## config.mk

```make
export PLATFORM = sky130hd
export DESIGN_NAME = buzzer_flat
export DESIGN_NICKNAME = d
export VERILOG_FILES = /design/src/rtl/buzzer_pkg.sv /design/src/rtl/buzzer_if.sv /design/src/rtl/buzzer_div.sv /design/src/rtl/buzzer.sv /design/src/flat_wrapper.sv
export SDC_FILE = /design/constraint.sdc
export NUM_CORES = 1
export LEC_CHECK = 0
export ABC_AREA = 1
export CAP_MARGIN = 25
export CORE_ASPECT_RATIO = 0.9
export CORE_MARGIN = 10
export CORE_UTILIZATION = 30
export CTS_BUF_LIST = sky130_fd_sc_hd__clkbuf_4 sky130_fd_sc_hd__clkbuf_8
export CTS_CLUSTER_SIZE = 8
export DETAILED_ROUTE_END_ITERATION = 7
export PLACE_DENSITY = 0.51
export SETUP_SLACK_MARGIN = 0.5
export SLEW_MARGIN = 15
export SYNTH_ARGS = -nofsm -noshare
export SYNTH_HDL_FRONTEND = slang
export SYNTH_SLANG_ARGS = --single-unit
```

## constraint.sdc

```tcl
create_clock -name clk -period 4.65 [get_ports clk]
set_input_delay 0.93 -clock clk [delete_from_list [all_inputs] [get_ports clk]]
set_output_delay 0.93 -clock clk [all_outputs]
set_load 0.05 [all_outputs]
```

## src/rtl/buzzer_pkg.sv

```systemverilog
// Shared constants for the buzzer tone generator: mode and note encodings,
// base note frequencies and the half-period helper.
package buzzer_pkg;

    localparam int unsigned MODE_W      = 2;
    localparam int unsigned NOTE_W      = 5;
    localparam int unsigned NUM_DEGREES = 7;

    typedef enum logic [MODE_W-1:0] {
        MODE_NORMAL = 2'b00,
        MODE_DOWN   = 2'b01,
        MODE_UP     = 2'b10,
        MODE_MUTE   = 2'b11
    } mode_e;

    localparam logic [NOTE_W-1:0] NOTE_REST      = 5'd0;
    localparam logic [NOTE_W-1:0] NOTE_LO_FIRST  = 5'd1;
    localparam logic [NOTE_W-1:0] NOTE_LO_LAST   = 5'd7;
    localparam logic [NOTE_W-1:0] NOTE_MID_FIRST = 5'd8;
    localparam logic [NOTE_W-1:0] NOTE_MID_LAST  = 5'd14;
    localparam logic [NOTE_W-1:0] NOTE_HI_FIRST  = 5'd15;
    localparam logic [NOTE_W-1:0] NOTE_HI_LAST   = 5'd21;

    // C4..B4 in milli-Hz
    localparam int unsigned BASE_MHZ [NUM_DEGREES] = '{
        261630, 293660, 329630, 349230, 392000, 440000, 493880
    };

    function automatic longint unsigned half_period(
        input longint unsigned clk_hz,
        input int unsigned     degree,
        input int              k
    );
        longint unsigned hp;
        hp = (clk_hz * 64'd1000) / (64'd2 * 64'(BASE_MHZ[degree]));
        if (k < 0) hp = hp << (-k);
        else       hp = hp >> k;
        return hp;
    endfunction

endpackage

```

## src/rtl/buzzer_if.sv

```systemverilog
// Note/mode command inputs and speaker output of the buzzer.
interface buzzer_if;
    logic [buzzer_pkg::MODE_W-1:0] mode;
    logic [buzzer_pkg::NOTE_W-1:0] note;
    logic                          speaker;

    modport master (output mode, output note, input speaker);
    modport slave  (input mode, input note, output speaker);
endinterface

```

## src/rtl/buzzer_div.sv

```systemverilog
// Programmable half-period divider producing a 50% square wave; clear and
// disable both force the wave low and the counter to zero.
module buzzer_div #(
    parameter int unsigned CNT_W = 24
) (
    input  logic             clk,
    input  logic             rst_n,
    input  logic             en,
    input  logic             clr,
    input  logic [CNT_W-1:0] half,
    output logic             wave
);

    logic [CNT_W-1:0] cnt_q, cnt_d;
    logic             wave_q, wave_d;

    // clear has priority over the toggle point so a new note restarts at phase 0
    always_comb begin
        cnt_d  = cnt_q;
        wave_d = wave_q;
        if (clr || !en) begin
            cnt_d  = '0;
            wave_d = 1'b0;
        end else if (cnt_q == half - CNT_W'(1)) begin
            cnt_d  = '0;
            wave_d = ~wave_q;
        end else begin
            cnt_d = cnt_q + CNT_W'(1);
        end
    end

    always_ff @(posedge clk or negedge rst_n) begin
        if (!rst_n) begin
            cnt_q  <= '0;
            wave_q <= 1'b0;
        end else begin
            cnt_q  <= cnt_d;
            wave_q <= wave_d;
        end
    end

    assign wave = wave_q;

endmodule

```

## src/rtl/buzzer.sv

```systemverilog
// Square-wave tone generator: decodes note/octave, applies the mode octave
// shift and restarts the divider whenever (mode, note) changes.
module buzzer
    import buzzer_pkg::*;
#(
    parameter int unsigned CLK_HZ = 100_000_000,
    parameter int unsigned CNT_W  = 24
) (
    input  logic     clk,
    input  logic     rst_n,
    buzzer_if.slave  bus
);

    localparam logic [CNT_W-1:0] HP_C = CNT_W'(half_period(CLK_HZ, 0, 0));
    localparam logic [CNT_W-1:0] HP_D = CNT_W'(half_period(CLK_HZ, 1, 0));
    localparam logic [CNT_W-1:0] HP_E = CNT_W'(half_period(CLK_HZ, 2, 0));
    localparam logic [CNT_W-1:0] HP_F = CNT_W'(half_period(CLK_HZ, 3, 0));
    localparam logic [CNT_W-1:0] HP_G = CNT_W'(half_period(CLK_HZ, 4, 0));
    localparam logic [CNT_W-1:0] HP_A = CNT_W'(half_period(CLK_HZ, 5, 0));
    localparam logic [CNT_W-1:0] HP_B = CNT_W'(half_period(CLK_HZ, 6, 0));

    logic [MODE_W+NOTE_W-1:0] prev_q, prev_d;
    logic                     changed;
    logic                     audible;
    logic                     en;
    logic [2:0]               degree;
    logic [1:0]               oct_idx;
    logic [1:0]               msh_idx;
    logic [2:0]               k_idx;
    logic [CNT_W-1:0]         base;
    logic [CNT_W-1:0]         half;
    mode_e                    mode_s;

    assign mode_s = mode_e'(bus.mode);

    always_comb begin
        audible = 1'b1;
        degree  = '0;
        oct_idx = 2'd1;
        if (bus.note >= NOTE_LO_FIRST && bus.note <= NOTE_LO_LAST) begin
            degree  = 3'(bus.note - NOTE_LO_FIRST);
            oct_idx = 2'd0;
        end else if (bus.note >= NOTE_MID_FIRST && bus.note <= NOTE_MID_LAST) begin
            degree  = 3'(bus.note - NOTE_MID_FIRST);
            oct_idx = 2'd1;
        end else if (bus.note >= NOTE_HI_FIRST && bus.note <= NOTE_HI_LAST) begin
            degree  = 3'(bus.note - NOTE_HI_FIRST);
            oct_idx = 2'd2;
        end else begin
            audible = 1'b0;
        end

        case (mode_s)
            MODE_DOWN: msh_idx = 2'd0;
            MODE_UP:   msh_idx = 2'd2;
            default:   msh_idx = 2'd1;
        endcase

        // k_idx = k + 2, with k the effective octave offset in -2..+2
        k_idx = {1'b0, oct_idx} + {1'b0, msh_idx};

        case (degree)
            3'd0:    base = HP_C;
            3'd1:    base = HP_D;
            3'd2:    base = HP_E;
            3'd3:    base = HP_F;
            3'd4:    base = HP_G;
            3'd5:    base = HP_A;
            default: base = HP_B;
        endcase

        case (k_idx)
            3'd0:    half = base << 2;
            3'd1:    half = base << 1;
            3'd2:    half = base;
            3'd3:    half = base >> 1;
            default: half = base >> 2;
        endcase

        en      = audible && (mode_s != MODE_MUTE);
        prev_d  = {bus.mode, bus.note};
        changed = (prev_d != prev_q);
    end

    always_ff @(posedge clk or negedge rst_n) begin
        if (!rst_n) prev_q <= '0;
        else        prev_q <= prev_d;
    end

    buzzer_div #(.CNT_W(CNT_W)) u_div (
        .clk   (clk),
        .rst_n (rst_n),
        .en    (en),
        .clr   (changed),
        .half  (half),
        .wave  (bus.speaker)
    );

endmodule

```

## src/flat_wrapper.sv

```systemverilog
// flat-port wrapper written by rule: the top's interface ports become plain ports
module buzzer_flat import buzzer_pkg::*;
#(
    parameter int unsigned CLK_HZ = 100_000_000,
    parameter int unsigned CNT_W  = 24
)
  (clk, rst_n, bus_mode, bus_note, bus_speaker);
  buzzer_if bus_i ();
  input  logic clk;
  input  logic rst_n;
  input wire logic [$bits(bus_i.mode)-1:0] bus_mode;
  input wire logic [$bits(bus_i.note)-1:0] bus_note;
  output wire logic [$bits(bus_i.speaker)-1:0] bus_speaker;
  assign bus_i.mode = bus_mode;
  assign bus_i.note = bus_note;
  assign bus_speaker = bus_i.speaker;
  buzzer #(.CLK_HZ(CLK_HZ), .CNT_W(CNT_W)) u_core (.clk(clk), .rst_n(rst_n), .bus(bus_i));
endmodule
```

==> flow_summary.ini, run 1 <==
[final_layout]
finalNetCount = 686
final_common_cell = nand2_1
drive_gt1_frac = 0.380
n_antenna_cell = 0
final_cells = 820
areaGrowthSynthToFinish_pct = 49.9
layout_common_cells = nand2_1, buf_4, nor2_1, inv_1, nand3_1
fill_cells = 1102

[floorplan]
dieHeight_um = 120
initial_utilization = 0.309
dieWidth_um = 132
core-area_mm2 = 0.0109
num_io_pins = 10
fp-row-count = 36
dieArea_mm2 = 0.0159

[route]
totalWireLength_um = 10100
drt_iter0_drc = 224
first_pass_iters = 5
route.detailed.drc = 0
route.antenna.remaining_nets = 0
wl_per_cell_um = 12.3
via_per_inst = 4.65
vias = 3815

[critical_path]
path_buf_inv = 10
endpoint_kind = flip-flop
critical_path_required_ps = 4820
cp_slowest_stage_delay_ps = 570
crit_type = in2reg
worst_setup_path_start_kind = input pin
crit_fanout = 5
slowest_stage = fa_2
path_delay_family = simple AND/OR/NAND/NOR gates
cp_data_arrival_time_ps = 4900

[placement]
dpl.cell_count = 786
place_congestion = 0.912
dpl_worst_slack_ps = -856
dp_hpwl_um = 8040
io_buffers = 9

[synth]
syn_nets = 542
synth_top_family_by_area = simple AND/OR/NAND/NOR gates
netlist-cell-type-count = 41
async_reset_ff_frac = 1.00
synth_warnings = 0
synth-simple-area-share = 0.477
synth-xor-area-share = 0.0729
yosysSeqAreaShare = 0.238
avgSynthCellArea_um2 = 6.44
synth_adder_area_share = 0.0394
synth_compound_area_frac = 0.0747
ys.flop_type = dfrtp_1
syn_area_mm2 = 0.00337
muxShareOfSynthArea = 0
yosys_register_bits = 32
synth_edf_count = 0
syn_inst = 523

[status]
violations = negative setup slack
status = finished with violations

[clock_network]
ctsHoldBuffers = 0
clk_pin_slew_ps = 70
clock_path_buffers = 2
cts_tree = done
ctsRootBufferMaster = clkbuf_8
htree_levels = 2
cts_inserted_buffers = 5
insertion_delay_ps = 290
cts_sinks = 32

[global_routing]
grt_overflow_total = 0
grt_max_degree = 33
grt_pass1_wl_um = 17000
grt_pass1_vias = 3663
antenna_found_initial = 0
gr-usage-all-layers = 0.127

[power_and_ir_drop]
power.density_mw_per_mm2 = 302
peakVddDrop_uv = 148
leakagePower_nw = 2.36

[timing]
grt_setup_unrepaired = true
slew_headroom = 0.610
skew_ps = 5.57
finalWorstPathRequiredPeriod_ps = 4740
setup_violations = 25
setup_slack_ps = -85.5
worstMarginPinSlew_ps = 580
hold_viol = 0
clock.fmax_mhz = 211
period_share = 1.02
finalMaxSlewViolations = 0

[min_path]
hold_path.class = reg2reg

[job]
maxCapViolCount = 0
-- power by group --
| group | switching, mW | leakage (nW) | total (mW) | internal, mW |
|---|---|---|---|---|
| combinational | 0.505 | 1.87 | 0.947 | 0.443 |
| clock | 0.103 | 0.0645 | 0.292 | 0.189 |
| sequential | 0.00155 | 0.431 | 0.283 | 0.282 |
| total | 0.609 | 2.36 | 1.52 | 0.913 |
-- Yosys cell counts (2+ instances only) --
| cell | n | area share |
|---|---|---|
| xnor2_1 | 6 | 0.016 |
| o21ai_0 | 12 | 0.018 |
| nor2_4 | 2 | 0.0067 |
| o21ai_1 | 5 | 0.0074 |
| ha_1 | 9 | 0.033 |
| nand3_2 | 5 | 0.015 |
| nand3_1 | 48 | 0.071 |
| o221ai_1 | 2 | 0.0052 |
| dfrtp_1 | 32 | 0.24 |
| a21oi_1 | 11 | 0.016 |
| buf_4 | 3 | 0.0067 |
| nor2_2 | 19 | 0.035 |
| inv_2 | 14 | 0.016 |
| nand4_1 | 15 | 0.028 |
| a221oi_1 | 2 | 0.0052 |
| o22ai_1 | 5 | 0.0093 |
| nand2_2 | 12 | 0.022 |
| nand2_1 | 137 | 0.15 |
| inv_1 | 53 | 0.059 |
| buf_6 | 2 | 0.0067 |
| clkbuf_1 | 4 | 0.0045 |
| nor4_1 | 4 | 0.0074 |
| nor2_1 | 69 | 0.077 |
| nand3_4 | 3 | 0.016 |
| nand2_4 | 3 | 0.010 |
| a211oi_1 | 3 | 0.0067 |
| xor2_1 | 22 | 0.057 |
| nor3_1 | 8 | 0.012 |
-- sequential cells by signal (all words and copies together) (netlist names) --
name and count:
u_core.prev_q 7, u_core.u_div.cnt_q 24, u_core.u_div.wave 1
-- through the flow --
step	hold slack (ps)	cell area (um2)	util	TNS (ps)	total power [mW]
floorplan	461	3430	-	-3670	0.781
global placement	542	4480	0.411	-19140	1.14
detailed placement	550	4480	0.411	-20640	1.14
CTS	586	4890	0.448	-2580	1.47
global route	609	5040	0.463	-10740	1.65
finish	592	5040	0.463	-1540	1.52
-- cell families after synthesis --
logic type      Yosys count
xor+xnor                 28
fa+ha+maj                10
flops                    32
buf+inv                  78
simple gates            332
compound gates           43
-- final timing paths --
path                                                         end  slack, ps  cells past startpoint                              from
max in group asynchronous        u_core.u_div.cnt_q[2]$_DFF_PN0_       3320                      2                             rst_n
worst min-delay path            u_core.u_div.cnt_q[22]$_DFF_PN0_        590                      3  u_core.u_div.cnt_q[22]$_DFF_PN0_
worst max register to register  u_core.u_div.cnt_q[23]$_DFF_PN0_       1760                     15   u_core.u_div.cnt_q[0]$_DFF_PN0_
worst max-delay path             u_core.u_div.cnt_q[7]$_DFF_PN0_        -90                     34                       bus_note[1]
worst min register to register  u_core.u_div.cnt_q[22]$_DFF_PN0_        590                      3  u_core.u_div.cnt_q[22]$_DFF_PN0_
min in group asynchronous       u_core.u_div.cnt_q[16]$_DFF_PN0_       1040                      2                             rst_n
-- layout make-up --
cell class	instances	area (um2)	share of cell area
Tap cell	152	190	0.0377
Multi-Input combinational cell	413	2430	0.482
Inverter	68	264	0.0523
Sequential cell	32	801	0.159
Clock buffer	7	96.3	0.0191
Clock inverter	1	30.0	0.00595
Timing Repair Buffer	147	1230	0.244
-- repair_timing --
action | in CTS | in global routing
gates resized for setup | 48 | 25
buffers inserted | 18 | 7
endpoints found under the setup margin | 25 | 25
pin swaps | 29 | 33
gates cloned | 1 | 0
-- per-layer routing --
layer,up-vias,global-route usage,share of wire
li1,1970,-,-
met3,18,0.0132,0.025
met1,1765,0.171,0.49
met4,0,0.0465,0.022
met2,62,0.208,0.46
met5,-,0,0
-- tightest hold or removal path, stage by stage, from the launching register on --
cell and delay [ps]:
dfrtp_1 380, xnor2_1 80, inv_1 60, nor2_2 40
(Power assumes the default switching activity.)
==> run 2, diff against run 1 <==
- RECOVER_POWER: not set -> 25
==> results of run 2 <==
The final DEF is identical to that of run 1; final timing and power are the same.
==> run 3, diff against run 2 <==
- CORE_UTILIZATION: 30 -> 54
- DONT_BUFFER_PORTS: not set -> 1
- PLACE_DENSITY: 0.51 -> 0.75
==> run 3 against run 2 <==
- the run now ends clean
- clock skew hardly changed
- critical endpoint is now u_core.u_div.cnt_q[19]$_DFF_PN0_
- final area fell by 16%
- clock-buffer cell count down 2
- critical path type unchanged
- non-clock buffer count fell by 77
- flip-flop and latch count is the same
- core utilization grew 24 points
- hold slack got worse by 260 ps
- largest power group unchanged
- sequential power is essentially flat
- total power fell by 16%
- largest cell class unchanged
==> flow_summary.ini, run 3 (same netlist as run 1, synthesis figures left out) <==
[job]
maxCapViolCount = 0

[route]
vias = 3740
first_pass_iters = 5
route.antenna.remaining_nets = 0
via_per_inst = 5.64
totalWireLength_um = 9960
route.detailed.drc = 0
drt_iter0_drc = 319
wl_per_cell_um = 15.0

[global_routing]
grt_pass1_vias = 3631
antenna_found_initial = 0
grt_pass1_wl_um = 16900
grt_overflow_total = 0
grt_max_degree = 33
gr-usage-all-layers = 0.211

[critical_path]
endpoint_kind = flip-flop
crit_top_cell = buf_4
cp_slowest_stage_delay_ps = 230
path_delay_family = simple AND/OR/NAND/NOR gates
slowest_stage = ha_4
r2r_cells = 15
crit_fanout = 8
cp_data_arrival_time_ps = 4600
worstSetupPathDepth = 35
worst_setup_path_start_kind = input pin
critical_path_required_ps = 4820
crit_type = in2reg
path_buf_inv = 8

[floorplan]
num_io_pins = 10
dieWidth_um = 103
dieHeight_um = 94.9
fp-row-count = 27
core-area_mm2 = 0.00608
dieArea_mm2 = 0.00980
initial_utilization = 0.553

[clock_network]
htree_levels = 2
cts_sinks = 32
clk_pin_slew_ps = 70
ctsHoldBuffers = 0
ctsRootBufferMaster = clkbuf_8
clock_path_buffers = 2
cts_inserted_buffers = 5
insertion_delay_ps = 290
cts_tree = done

[final_layout]
layout_common_cells = nand2_1, buf_4, nor2_1, inv_1, nand3_1
final_cells = 663
fill_cells = 488
finalNetCount = 609
largest-register = u_core.u_div.cnt_q
areaGrowthSynthToFinish_pct = 26.4
drive_gt1_frac = 0.289
final_common_cell = nand2_1
n_antenna_cell = 0
largest_register_ffs = 24

[placement]
dpl_worst_slack_ps = -160
io_buffers = 0
dpl.cell_count = 624
dp_hpwl_um = 7210
place_congestion = 0.971

[timing]
period_share = 0.954
tns_ps = 0
hold_viol = 0
finalMaxSlewViolations = 0
whs_ps = 333
clock.fmax_mhz = 226
slew_headroom = 0.645
skew_ps = 5.40
worstMarginPinSlew_ps = 527
grt_setup_unrepaired = true
setup_slack_ps = 216
finalWorstPathRequiredPeriod_ps = 4430
setup_violations = 0

[min_path]
hold_path.class = in2async

[power_and_ir_drop]
peakVddDrop_uv = 290
finalPower_mw = 1.27
leakagePower_nw = 1.99
power.density_mw_per_mm2 = 299

[status]
status = finished clean
-- run 3: cell type report --
class	instances	area (um2)	area share
clock buffer	5	68.8	0.0162
multi-input combinational	413	2380	0.559
clock inverter	3	23.8	0.00559
sequential	32	801	0.188
inverter	68	275	0.0647
timing repair buffer	70	619	0.146
tap	72	90.1	0.0212
-- run 3: final timing paths --
kind	startpoint	endpoint	slack, ps
worst max-delay path	bus_note[0]	u_core.u_div.cnt_q[19]$_DFF_PN0_	220
worst min-delay path	rst_n	u_core.u_div.cnt_q[4]$_DFF_PN0_	330
worst max register to register	u_core.u_div.cnt_q[2]$_DFF_PN0_	u_core.u_div.cnt_q[23]$_DFF_PN0_	1530
worst min register to register	u_core.u_div.cnt_q[0]$_DFF_PN0_	u_core.u_div.cnt_q[0]$_DFF_PN0_	570
max in group asynchronous	rst_n	u_core.u_div.cnt_q[1]$_DFF_PN0_	4230
min in group clk	u_core.u_div.cnt_q[0]$_DFF_PN0_	u_core.u_div.cnt_q[0]$_DFF_PN0_	570
-- run 3: what timing repair did --
| item | CTS | global route |
|---|---|---|
| resized for setup | 22 | 14 |
| setup buffers | 25 | 4 |
| endpoints found under the setup margin | 25 | 25 |
| pin swaps | 4 | 2 |
| gates cloned | 2 | 0 |
-- run 3: routing by layer --
| layer | routed length [um] | GRT usage | vias up |
|---|---|---|---|
| met4 | 242 | 0.0845 | 0 |
| met5 | 0 | 0 | - |
| met3 | 669 | 0.0358 | 25 |
| met1 | 4400 | 0.267 | 1739 |
| li1 | - | - | 1821 |
| met2 | 4650 | 0.347 | 155 |
-- run 3: metrics by stage --
step                 util  area, um2
finish              0.700       4260
global route        0.700       4260
CTS                 0.685       4170
detailed placement  0.616       3740
global placement    0.616       3740
floorplan               -       3430
-- run 3: report_power, final --
group / leakage, nW / total [mW] / switching, mW / internal, mW
clock: 0.0404 / 0.211 / 0.106 / 0.106
combinational: 1.51 / 0.779 / 0.462 / 0.316
sequential: 0.431 / 0.284 / 0.00193 / 0.282
total: 1.99 / 1.27 / 0.570 / 0.704
